`src/rtl/xbtn_reader.sv`:
```
// Purpose : debounced push-button reader with press/release event registers and a level IRQ.
// Latency : a stable btn change updates LEVEL on the (thr+2)-th clk edge; bus reads are combinational.
// Backpres: none; single-cycle register bus, every access completes in the cycle it is presented.
//
// Ports:
//   clk, rst       - system clock, asynchronous active-high reset
//   btn[NBTN]      - raw asynchronous button levels, 1 = pressed
//   sel, we, addr  - register bus strobe, write enable, register index
//   data_in        - bus write data
//   data_out       - bus read data (0 when sel is low)
//   irq            - OR of all pending press events
//
// Register map: 0 LEVEL (RO), 1 PRESS (clear-on-read, W1C), 2 RELEASE (clear-on-read, W1C), 3 THR (RW).
module xbtn_reader #(
    parameter int DATA_W = 32,
    parameter int NBTN   = 4,
    parameter int DB_W   = 20,
    parameter int DB_DEF = 500000
) (
    input  logic              clk,
    input  logic              rst,
    input  logic [NBTN-1:0]   btn,
    input  logic              sel,
    input  logic              we,
    input  logic [1:0]        addr,
    input  logic [DATA_W-1:0] data_in,
    output logic [DATA_W-1:0] data_out,
    output logic              irq
);

    localparam logic [1:0]      A_LEVEL   = 2'd0;
    localparam logic [1:0]      A_PRESS   = 2'd1;
    localparam logic [1:0]      A_RELEASE = 2'd2;
    localparam logic [1:0]      A_THR     = 2'd3;
    localparam logic [DB_W-1:0] THR_RST   = DB_W'(DB_DEF);
    localparam logic [DB_W-1:0] CNT_ONE   = DB_W'(1);

    // ------------------------------------------------------------------
    // State
    // ------------------------------------------------------------------
    logic [NBTN-1:0] sync1;
    logic [NBTN-1:0] sync2;
    logic [NBTN-1:0] level;
    logic [NBTN-1:0] prs_evt;
    logic [NBTN-1:0] rel_evt;
    logic [DB_W-1:0] thr;
    logic [DB_W-1:0] cnt     [NBTN];

    // Next-state
    logic [NBTN-1:0] level_nxt;
    logic [NBTN-1:0] prs_nxt;
    logic [NBTN-1:0] rel_nxt;
    logic [DB_W-1:0] thr_nxt;
    logic [DB_W-1:0] cnt_nxt [NBTN];

    // ------------------------------------------------------------------
    // Bus decode
    // ------------------------------------------------------------------
    logic            rd;
    logic            wr;
    logic            thr_wr;
    logic [NBTN-1:0] prs_clr;
    logic [NBTN-1:0] rel_clr;
    logic [NBTN-1:0] prs_set;
    logic [NBTN-1:0] rel_set;
    logic [DB_W-1:0] thr_m1;

    assign rd     = sel & ~we;
    assign wr     = sel & we;
    assign thr_wr = wr && (addr == A_THR);

    // A read clears every bit of the addressed event register; a write
    // clears only the bits written as 1. Both are masked by the set terms below.
    always_comb begin
        prs_clr = '0;
        rel_clr = '0;
        if (rd && addr == A_PRESS)   prs_clr = '1;
        if (wr && addr == A_PRESS)   prs_clr = data_in[NBTN-1:0];
        if (rd && addr == A_RELEASE) rel_clr = '1;
        if (wr && addr == A_RELEASE) rel_clr = data_in[NBTN-1:0];
    end

    // A threshold of 0 would never match cnt == thr-1 in the intended way,
    // so it is folded onto 1 (terminal count 0).
    assign thr_m1 = (thr == '0) ? '0 : (thr - CNT_ONE);

    // ------------------------------------------------------------------
    // Debounce: a button's level only follows sync2 after sync2 has
    // disagreed with it for thr consecutive edges. Any agreement in
    // between drops the count back to zero.
    // ------------------------------------------------------------------
    always_comb begin
        level_nxt = level;
        for (int i = 0; i < NBTN; i++) begin
            cnt_nxt[i] = cnt[i];
        end
        for (int i = 0; i < NBTN; i++) begin
            if (thr_wr) begin
                // Threshold change restarts every count; level is held.
                cnt_nxt[i] = '0;
            end else if (sync2[i] == level[i]) begin
                cnt_nxt[i] = '0;
            end else if (cnt[i] == thr_m1) begin
                level_nxt[i] = sync2[i];
                cnt_nxt[i]   = '0;
            end else begin
                cnt_nxt[i] = cnt[i] + CNT_ONE;
            end
        end
    end

    // Event edges come from the level transition being committed this edge.
    assign prs_set = level_nxt & ~level;
    assign rel_set = ~level_nxt & level;

    // Set has priority over any coincident clear.
    assign prs_nxt = (prs_evt & ~prs_clr) | prs_set;
    assign rel_nxt = (rel_evt & ~rel_clr) | rel_set;
    assign thr_nxt = thr_wr ? data_in[DB_W-1:0] : thr;

    // ------------------------------------------------------------------
    // Registers
    // ------------------------------------------------------------------
    always_ff @(posedge clk or posedge rst) begin
        if (rst) begin
            sync1   <= '0;
            sync2   <= '0;
            level   <= '0;
            prs_evt <= '0;
            rel_evt <= '0;
            thr     <= THR_RST;
            for (int i = 0; i < NBTN; i++) begin
                cnt[i] <= '0;
            end
        end else begin
            sync1   <= btn;
            sync2   <= sync1;
            level   <= level_nxt;
            prs_evt <= prs_nxt;
            rel_evt <= rel_nxt;
            thr     <= thr_nxt;
            for (int i = 0; i < NBTN; i++) begin
                cnt[i] <= cnt_nxt[i];
            end
        end
    end

    // Pending presses drive the interrupt straight from the event flops.
    assign irq = |prs_evt;

    // ------------------------------------------------------------------
    // Read mux
    // ------------------------------------------------------------------
    always_comb begin
        data_out = '0;
        if (sel) begin
            case (addr)
                A_LEVEL:   data_out[NBTN-1:0] = level;
                A_PRESS:   data_out[NBTN-1:0] = prs_evt;
                A_RELEASE: data_out[NBTN-1:0] = rel_evt;
                A_THR:     data_out[DB_W-1:0] = thr;
                default:   data_out = '0;
            endcase
        end
    end

    // Write data above the threshold field has no destination.
    if (DATA_W > DB_W) begin : g_hi_bits
        logic unused_hi;
        assign unused_hi = ^data_in[DATA_W-1:DB_W];
    end

endmodule

```
`config.mk`:
```
export PLATFORM = sky130hd
export DESIGN_NAME = xbtn_reader
export DESIGN_NICKNAME = d
export VERILOG_FILES = /design/src/rtl/xbtn_reader.sv
export SDC_FILE = /design/constraint.sdc
export NUM_CORES = 1
export LEC_CHECK = 0
export CAP_MARGIN = 20
export CORE_ASPECT_RATIO = 0.7
export CORE_MARGIN = 3
export CORE_UTILIZATION = 45
export CTS_CLUSTER_SIZE = 12
export DETAILED_ROUTE_END_ITERATION = 7
export GPL_TIMING_DRIVEN = 0
export PLACE_DENSITY = 0.7
export SKIP_LAST_GASP = 1
export SYNTH_ARGS = -nofsm -noshare
export SYNTH_HDL_FRONTEND = slang
export SYNTH_SLANG_ARGS = --single-unit
```
`constraint.sdc`:
```
create_clock -name clk -period 5.96 [get_ports clk]
set_input_delay 1.192 -clock clk [delete_from_list [all_inputs] [get_ports clk]]
set_output_delay 1.192 -clock clk [all_outputs]
set_load 0.005 [all_outputs]
```
Yosys cells after proc, flatten, opt, wreduce, memory -nomap -nowiden
Index checks and enable logic that the tools add are counted.
{ "totals": {"ff_bits": 120, "latch_bits": 0, "ram_bits": 0, "mem_bits_ro": 0, "inputBits": 42, "elab_cells": 79, "memories": 0} }
{ "classes": {"n_addsub": 5, "n_mul": 0, "div_mod_pow": 0, "order_cmp": 0, "n_eq_ne": 11, "shifts": 0, "mux": 32, "bitwise_logic": 13, "n_reduce_logical": 8} }
{ "ops": {"columns": ["cell", "count"], "rows": [
  ["$mux 20", 14],
  ["$add 20x1->20 const B", 4],
  ["$eq 20x20->1", 4],
  ["$logic_not 20->1", 1],
  ["$sub 20x1->20 const B", 1],
  ["$and 4x4->4", 4],
  ["$mux 16", 1],
  ["$mux 4", 4],
  ["$not 4->4", 4],
  ["$pmux 4 s4", 1],
  ["$mux 1", 12],
  ["$or 4x4->4", 2],
  ["$logic_and 1x1->1", 5],
  ["$eq 1x1->1", 4],
  ["$eq 2x2->1 const B", 2],
  ["$reduce_or 4->1", 1],
  ["$and 1x1->1", 2],
  ["$eq 2x1->1 const B", 1],
  ["$logic_not 2->1", 1],
  ["$not 1->1", 1]
]} }

Logic depth before layout (Yosys ltp)
Gate-level depths: netlist of run 1.
{ "logic_depth": {"ltp_word": 9, "depth_mapped": 15} }

Worst setup path after synthesis of run 1
No wires, ideal clock.
{ "synth_timing": {"kind": "register -> register", "start": "reg thr[0]", "end": "reg level[1]", "t_arrival_ps": 3629, "setup_slack_ps": 2206, "stages_incl_launch_ff": 15, "path_buffers": 4, "cell_sequence": "dfrtp_1 -> clkbuf_1 -> inv_1 -> ha_1 -> buf_2 -> or3b_2 -> clkbuf_1 -> buf_2 -> nor4_1 -> nor2_1 -> a222oi_1 -> nand3_1 -> a2111o_1 -> or3_4 -> mux2_4"} }
{ "synth_between": {"elab_chain_cells": 6, "elab_cells_between_ends": 7, "classes_between": "add/sub (1); eq/ne (1); mux (4); reduce/logical (1)"} }
{ "synth_rtl": {"columns": ["item", "line", "source"], "rows": [
  ["start, declared", "46", "logic [DB_W-1:0] thr;"],
  ["start signal, assigned", "141", "thr <= thr_nxt;"],
  ["$sub 20x1->20 or $logic_not 20->1 (tied branches)", "85", "assign thr_m1 = (thr == '0) ? '0 : (thr - CNT_ONE);"],
  ["$mux 20 *", "85", null],
  ["$eq 20x20->1 *", "103", "end else if (cnt[i] == thr_m1) begin"],
  ["$mux 1 *", "103", null],
  ["$mux 1 *", "101", "end else if (sync2[i] == level[i]) begin"],
  ["$mux 1 *", "98", "if (thr_wr) begin"],
  ["net level_nxt[1]", "50", "logic [NBTN-1:0] level_nxt;"],
  ["end signal, assigned", "138", "level <= level_nxt;"],
  ["end, declared", "43", "logic [NBTN-1:0] level;"]
]} }
Mark *: on every way through the listed nets, which the timed path passes. The rest lies on a longest branch.
A chain may end at the register's enable or synchronous reset.

Worst setup path in the final report of run 1
{ "layout_timing": {"start": "reg thr[0]", "end": "reg level[3]"} }
The elaborated chain is that of the path after synthesis.

==> flow_metrics.env, run 1 <==
export IMPL_clk_latency_ps=430
export IMPL_power_mw=2.79
export IMPL_r2r_setup_slack_ps=530
export IMPL_io_buffers=48
export IMPL_syn_area_sq_um=8480
export IMPL_worst_ep_arrival_time_ps=5740
export IMPL_clock_fmax_mhz=184
export IMPL_layout_cells_non_filler=1285
export IMPL_grt_pass1_vias=7466
export IMPL_hold_worst_slack_ps=341
export IMPL_synth_area_leader_cell="dfrtp_1"
export IMPL_drt_pass1_iter_count=6
export IMPL_r2r_worst_path_cells=13
export IMPL_relSlewSlack_pct=15.4
export IMPL_htreeDepth=4
export IMPL_fp_dieArea_sq_um=20600
export IMPL_path_class="reg -> reg"
export IMPL_place_detailed_hpwl_um=21100
export IMPL_p_int_mw=1.81
export IMPL_rsz0062_at_grt="no"
export IMPL_post_cts_setup_buffer_count=0
export IMPL_fin_util_pct=54.5
export IMPL_viasPerCell=6.26
export IMPL_pwr_share_comb_pct=29.7
export IMPL_ys_types=78
export IMPL_clkPwrFrac_pct=37.7
export IMPL_grt_max_degree=72
export IMPL_cap_viol_max_count=0
export IMPL_via_count=8045
export IMPL_grt_usage_pct=28.2
export IMPL_post_cts_resize_count=0
export IMPL_rows=41
export IMPL_critPathLaunchType="flip-flop"
export IMPL_slew_viol_final=0
export IMPL_r2r_end="level[3]$_DFF_PP0_"
export IMPL_p_seq_share_pct=32.6
export IMPL_synth_common_cells="113 x dfrtp_1, 81 x nor3_1, 71 x nor2_1"
export IMPL_start_util_pct=46.5
export IMPL_fin_crit_ps=5430
export IMPL_tightestPinTransition_ps=1260
export IMPL_setup_worst_path_end="level[3]$_DFF_PP0_"
export IMPL_ir_worst_vdd_uv=186
export IMPL_powerDensity_nw_per_um2=281
export IMPL_path_clk_slew_ps=60
export IMPL_cts_hold_buffers=0
export IMPL_synth_edf_count=0
export IMPL_seq_area_frac_synth_pct=35.5
export IMPL_die_x_um=170
export IMPL_required_ps=6270
export IMPL_drt_iter0_markers=1044
export IMPL_ys_warn_count=0
export IMPL_die_height_um=121
export IMPL_cts_tree="yes"
export IMPL_cts_num_sinks=120
export IMPL_yosysMostFrequentCell="dfrtp_1"
export IMPL_fin_skew_ps=9.16
export IMPL_grt_first_pass_wirelength_um=44100
export IMPL_ys_ff_latch=120
export IMPL_netlist_instances=955
export IMPL_drt_wl_total_um=28900
export IMPL_antenna_found_initial=1
export IMPL_clockRootBuffer="clkbuf_16"
export IMPL_synthTopCellsByArea="dfrtp_1 33%, xnor2_1 5.2%, xor2_1 5.1%"
export IMPL_design_portCount=75
export IMPL_r2r_start="thr[0]$_DFFE_PP0P_"
export IMPL_synth_top_area_share_pct=33.3
export IMPL_ant_nets=0
export IMPL_hold_path_class="reg -> reg"
export IMPL_core_area_sq_um=18300
export IMPL_clockBufferDepth=2
export IMPL_place_ws_ps=713
export IMPL_gr_total_overflow=0
export IMPL_layout_drive_gt1_share_pct=11.2
export IMPL_fin_crit_sh_pct=91.1
export IMPL_wl_per_cell_um=22.5
export IMPL_drc=0
export IMPL_syn_avg_cell_area_sq_um=8.88
export IMPL_synth_ff_type="dfrtp_1"
export IMPL_end_kind="flip-flop"
export IMPL_area_growth_synth_to_final_pct=17.3
export IMPL_net_switching_power_mw=0.981
export IMPL_cts_buffers_inserted=17
export IMPL_fin_ws_ps=532
export IMPL_setup_viol_count_final=0
export IMPL_status="finished clean"
export IMPL_async_flop_share_pct=100
export IMPL_diodes=0
export IMPL_nets=1084
export IMPL_hold_violations=0
export IMPL_place_inst=1252
export IMPL_critPathMaxFanout=10
export IMPL_leakagePower_nw=3.92
export IMPL_crit_start="thr[0]$_DFFE_PP0P_"
export IMPL_gp_congestion=1.01
export IMPL_switching_share_pct=35.1
export IMPL_nFillCells=1650
[worst max-delay path, cell delays in order, from the launching register on]
cell and delay, ps:
dfrtp_1 430, clkbuf_1 380, inv_1 340, ha_1 190, buf_2 190, nor3b_1 930
nand3_1 530, or3_1 450, clkbuf_1 230, a2111oi_0 480, a22oi_1 130, a211oi_1 330
nand4_1 310, mux2_2 390
[power by group through the flow]
| stage | sequential [mW] | clock, mW | combinational (mW) |
|---|---|---|---|
| after CTS | 0.909 | 1.07 | 0.792 |
| after global placement | 0.922 | 0 | 0.780 |
| after global routing | 0.917 | 1.11 | 0.878 |
| final | 0.911 | 1.05 | 0.830 |
| after floorplan | 0.906 | 0 | 0.538 |
| after detailed placement | 0.922 | 0 | 0.787 |
[worst min path at each step]
stage | start | slack [ps] | end | cells past startpoint
after global routing | sync1[2]$_DFF_PP0_ | 350 | sync2[2]$_DFF_PP0_ | 0
after detailed placement | sync1[2]$_DFF_PP0_ | 330 | sync2[2]$_DFF_PP0_ | 0
after floorplan | sync1[0]$_DFF_PP0_ | 330 | sync2[0]$_DFF_PP0_ | 0
final | sync1[2]$_DFF_PP0_ | 340 | sync2[2]$_DFF_PP0_ | 0
after global placement | sync1[1]$_DFF_PP0_ | 330 | sync2[1]$_DFF_PP0_ | 0
after CTS | sync1[2]$_DFF_PP0_ | 340 | sync2[2]$_DFF_PP0_ | 0
[logic make-up after synthesis]
group / synth area share, %
muxes: 4.76
xor gates and xnor gates: 12.1
other: 0.0442
adders and majority gates: 0.885
AOI/OAI and AO/OA: 13.6
buffers and inverters: 5.32
DFF: 35.5
and+or+nand+nor: 27.7
[metrics by stage]
step	setup TNS, ps	instance area, sq um
after CTS	0	9940
final	0	9950
after global routing	0	9950
after floorplan	0	8520
after detailed placement	0	9340
after global placement	-19220	9300
[layout make-up]
cell class                 count  area (sq um)  area share [%]
multi-input combinational    747          5060            50.9
sequential                   120          3010            30.3
timing repair buffer          51           523            5.26
clock buffer                  18           439            4.41
buffer                        78           373            3.75
tap                          236           295            2.97
clock inverter                14           163            1.63
inverter                      21          83.8           0.843
[per-layer routing]
layer  share of wire [%]  wire [um]  vias up  global-route usage (%)
met5                   0          0        -                       0
met4                 2.5        711        0                    8.11
met3                  12       3460       67                    9.38
met2                  40      11500      474                    38.6
met1                  46      13200     3862                    42.1
li1                    -          -     3642                       -
[sequential cells by signal, summed over array words and instances, names as in the netlist]
| signal | cells |
|---|---|
| cnt | 80 |
| thr | 20 |
| level | 4 |
| prs_evt | 4 |
| rel_evt | 4 |
| sync1 | 4 |
| sync2 | 4 |
[cells in the final DEF, fill, tap and decap left out, types with 21 or more instances in the layout]
cell	Yosys	routed
and2_1	26	26
and3_1	27	27
clkbuf_1	50	50
clkdlybuf4s50_1	0	48
dfrtp_1	113	113
mux2_2	23	23
nand2_1	47	47
nand3_1	40	40
nand4_1	21	21
nor2_1	71	71
nor3_1	81	81
o21ai_0	40	40
xnor2_1	50	50
xor2_1	49	49
(Power assumes the default switching activity.)
==> run 2, diff against run 1 <==
Settings changed: CORE_UTILIZATION 45 to 50, PLACE_DENSITY 0.7 to 0.76.
==> run 2 against run 1 <==
Core utilization rose by 6.1 points. Non-clock buffer count decreased by 1. Hold slack improved by 6.8 ps. Clock power is 5% higher. Critical path type unchanged. Largest power group unchanged.
==> flow_metrics.env, run 2 (synthesis gave the netlist of run 1 again) <==
export IMPL_status="finished clean"
export IMPL_ir_worst_vdd_uv=177
export IMPL_min_from="sync1[2]$_DFF_PP0_"
export IMPL_grt_pass1_vias=7274
export IMPL_setup_viol_count_final=0
export IMPL_clk_latency_ps=430
export IMPL_holdPathStages=0
export IMPL_gp_congestion=1.08
export IMPL_r2r_start="thr[0]$_DFFE_PP0P_"
export IMPL_powerDensity_nw_per_um2=286
export IMPL_layout_cells_non_filler=1274
export IMPL_ant_nets=0
export IMPL_cts_buffers_inserted=17
export IMPL_path_class="reg -> reg"
export IMPL_cts_num_sinks=120
export IMPL_clockRootBuffer="clkbuf_16"
export IMPL_end_kind="flip-flop"
export IMPL_slew_viol_final=0
export IMPL_drt_iter0_markers=1107
export IMPL_r2r_end="level[3]$_DFF_PP0_"
export IMPL_largest_register="cnt"
export IMPL_wl_per_cell_um=22.1
export IMPL_rsz0062_at_grt="no"
export IMPL_nets=1083
export IMPL_rows=39
export IMPL_fin_crit_sh_pct=89.2
export IMPL_gr_total_overflow=0
export IMPL_min_to="sync2[2]$_DFF_PP0_"
export IMPL_start_util_pct=51.6
export IMPL_layout_drive_gt1_share_pct=11.1
export IMPL_fp_dieArea_sq_um=18600
export IMPL_relSlewSlack_pct=27.5
export IMPL_io_buffers=48
export IMPL_grt_first_pass_wirelength_um=43200
export IMPL_post_cts_resize_count=0
export IMPL_power_mw=2.85
export IMPL_cts_tree="yes"
export IMPL_fin_crit_ps=5310
export IMPL_tightestPinTransition_ps=1080
export IMPL_largest_reg_flops=80
export IMPL_critPathMaxFanout=10
export IMPL_fin_util_pct=60.5
export IMPL_r2r_worst_path_cells=13
export IMPL_r2r_setup_slack_ps=650
export IMPL_timing_critical_path_mode_cell="clkbuf_1"
export IMPL_required_ps=6270
export IMPL_clockBufferDepth=2
export IMPL_grt_max_degree=66
export IMPL_layout_common_cells="113 x dfrtp_1, 81 x nor3_1, 71 x nor2_1"
export IMPL_cp_cell_sequence="clkbuf_1 > inv_1 > ha_1 > buf_2 > or3b_2 > clkbuf_1 > nor4_1 > xnor2_1 > o22a_1 > o21ai_0 > a2111oi_0 > nand4_1 > mux2_2"
export IMPL_die_height_um=115
export IMPL_core_area_sq_um=16400
export IMPL_hold_violations=0
export IMPL_die_x_um=162
export IMPL_worst_ep_arrival_time_ps=5630
export IMPL_critPathLaunchType="flip-flop"
export IMPL_cap_viol_max_count=0
export IMPL_viasPerCell=6.38
export IMPL_crit_buf_inv=4
export IMPL_place_detailed_hpwl_um=20400
export IMPL_mostFrequentLayoutCell="dfrtp_1"
export IMPL_design_portCount=75
export IMPL_critPathMaxStageDelay_ps=860
export IMPL_hold_path_class="reg -> reg"
export IMPL_reg_top3="cnt (80), thr (20)"
export IMPL_place_inst=1240
export IMPL_antenna_found_initial=2
export IMPL_drc=0
export IMPL_grt_usage_pct=30.6
export IMPL_drt_pass1_iter_count=5
export IMPL_path_clk_slew_ps=60
export IMPL_leakagePower_nw=3.93
export IMPL_via_count=8126
export IMPL_drt_wl_total_um=28100
export IMPL_fin_skew_ps=9.30
export IMPL_crit_slowest_cell="xnor2_1"
export IMPL_htreeDepth=4
export IMPL_area_growth_synth_to_final_pct=17.4
export IMPL_clock_fmax_mhz=188
export IMPL_post_cts_setup_buffer_count=0
export IMPL_cpLargestDelayFamily="buffers and inverters"
export IMPL_cts_hold_buffers=0
-- run 2: changes by cell type in the layout (fill, tap and decap cells not counted), sizes merged --
cell,delta
inv,+1
bufinv,+1
clkinvlp,+1
buf,-1
diode,+1
clkinv,-3
-- run 2: metrics by stage --
step	hold slack, ps	setup TNS (ps)	cell area (sq um)	setup WS [ps]
2_1_floorplan	331	0	8520	1590
3_3_place_gp	332	-14430	9290	-141
3_5_place_dp	335	0	9320	1080
4_1_cts	349	0	9950	1060
5_1_grt	351	0	9950	411
6_report	348	0	9960	645
-- run 2: worst max path at each step --
stage | from | end | cells past startpoint
after floorplan | rst | cnt[0]$_DFF_PP0_ | 1
after global placement | rst | rel_evt[3]$_DFF_PP0_ | 2
after detailed placement | thr[0]$_DFFE_PP0P_ | level[3]$_DFF_PP0_ | 13
after CTS | thr[0]$_DFFE_PP0P_ | level[3]$_DFF_PP0_ | 13
after global routing | thr[0]$_DFFE_PP0P_ | level[3]$_DFF_PP0_ | 13
final | thr[0]$_DFFE_PP0P_ | level[3]$_DFF_PP0_ | 13
-- run 2: routing by layer --
metal | global-route usage (%) | wire length (um) | up-vias
met5 | 0 | 0 | -
met4 | 10.0 | 683 | 0
met3 | 10.9 | 3930 | 69
met2 | 41.4 | 11200 | 506
met1 | 45.2 | 12300 | 3907
li1 | - | - | 3644
-- run 2: worst reg2reg max path, stage by stage, from the launching register on --
cell,delay (ps)
dfrtp_1,450
clkbuf_1,650
inv_1,350
ha_1,300
buf_2,180
or3b_2,200
clkbuf_1,280
nor4_1,100
xnor2_1,860
o22a_1,260
o21ai_0,70
a2111oi_0,620
nand4_1,470
mux2_2,410
-- run 2: final cells by class --
type | count | area, sq um
antenna | 1 | 2.50
buffer | 78 | 373
clock buffer | 18 | 439
clock inverter | 14 | 189
fill | 1441 | 6490
inverter | 21 | 83.8
multi-input combinational | 747 | 5060
sequential | 120 | 3010
tap | 225 | 282
timing repair buffer | 50 | 515
-- run 2: power breakdown --
part	total, mW	internal [mW]	switching (mW)
clock	1.10	0.680	0.423
combinational	0.827	0.311	0.516
sequential	0.915	0.863	0.0513
==> run 3, diff against run 2 <==
Settings changed: CTS_CLUSTER_DIAMETER from default to 120.
==> results of run 3 <==
Final layout, timing and power as in run 2 (identical DEF).
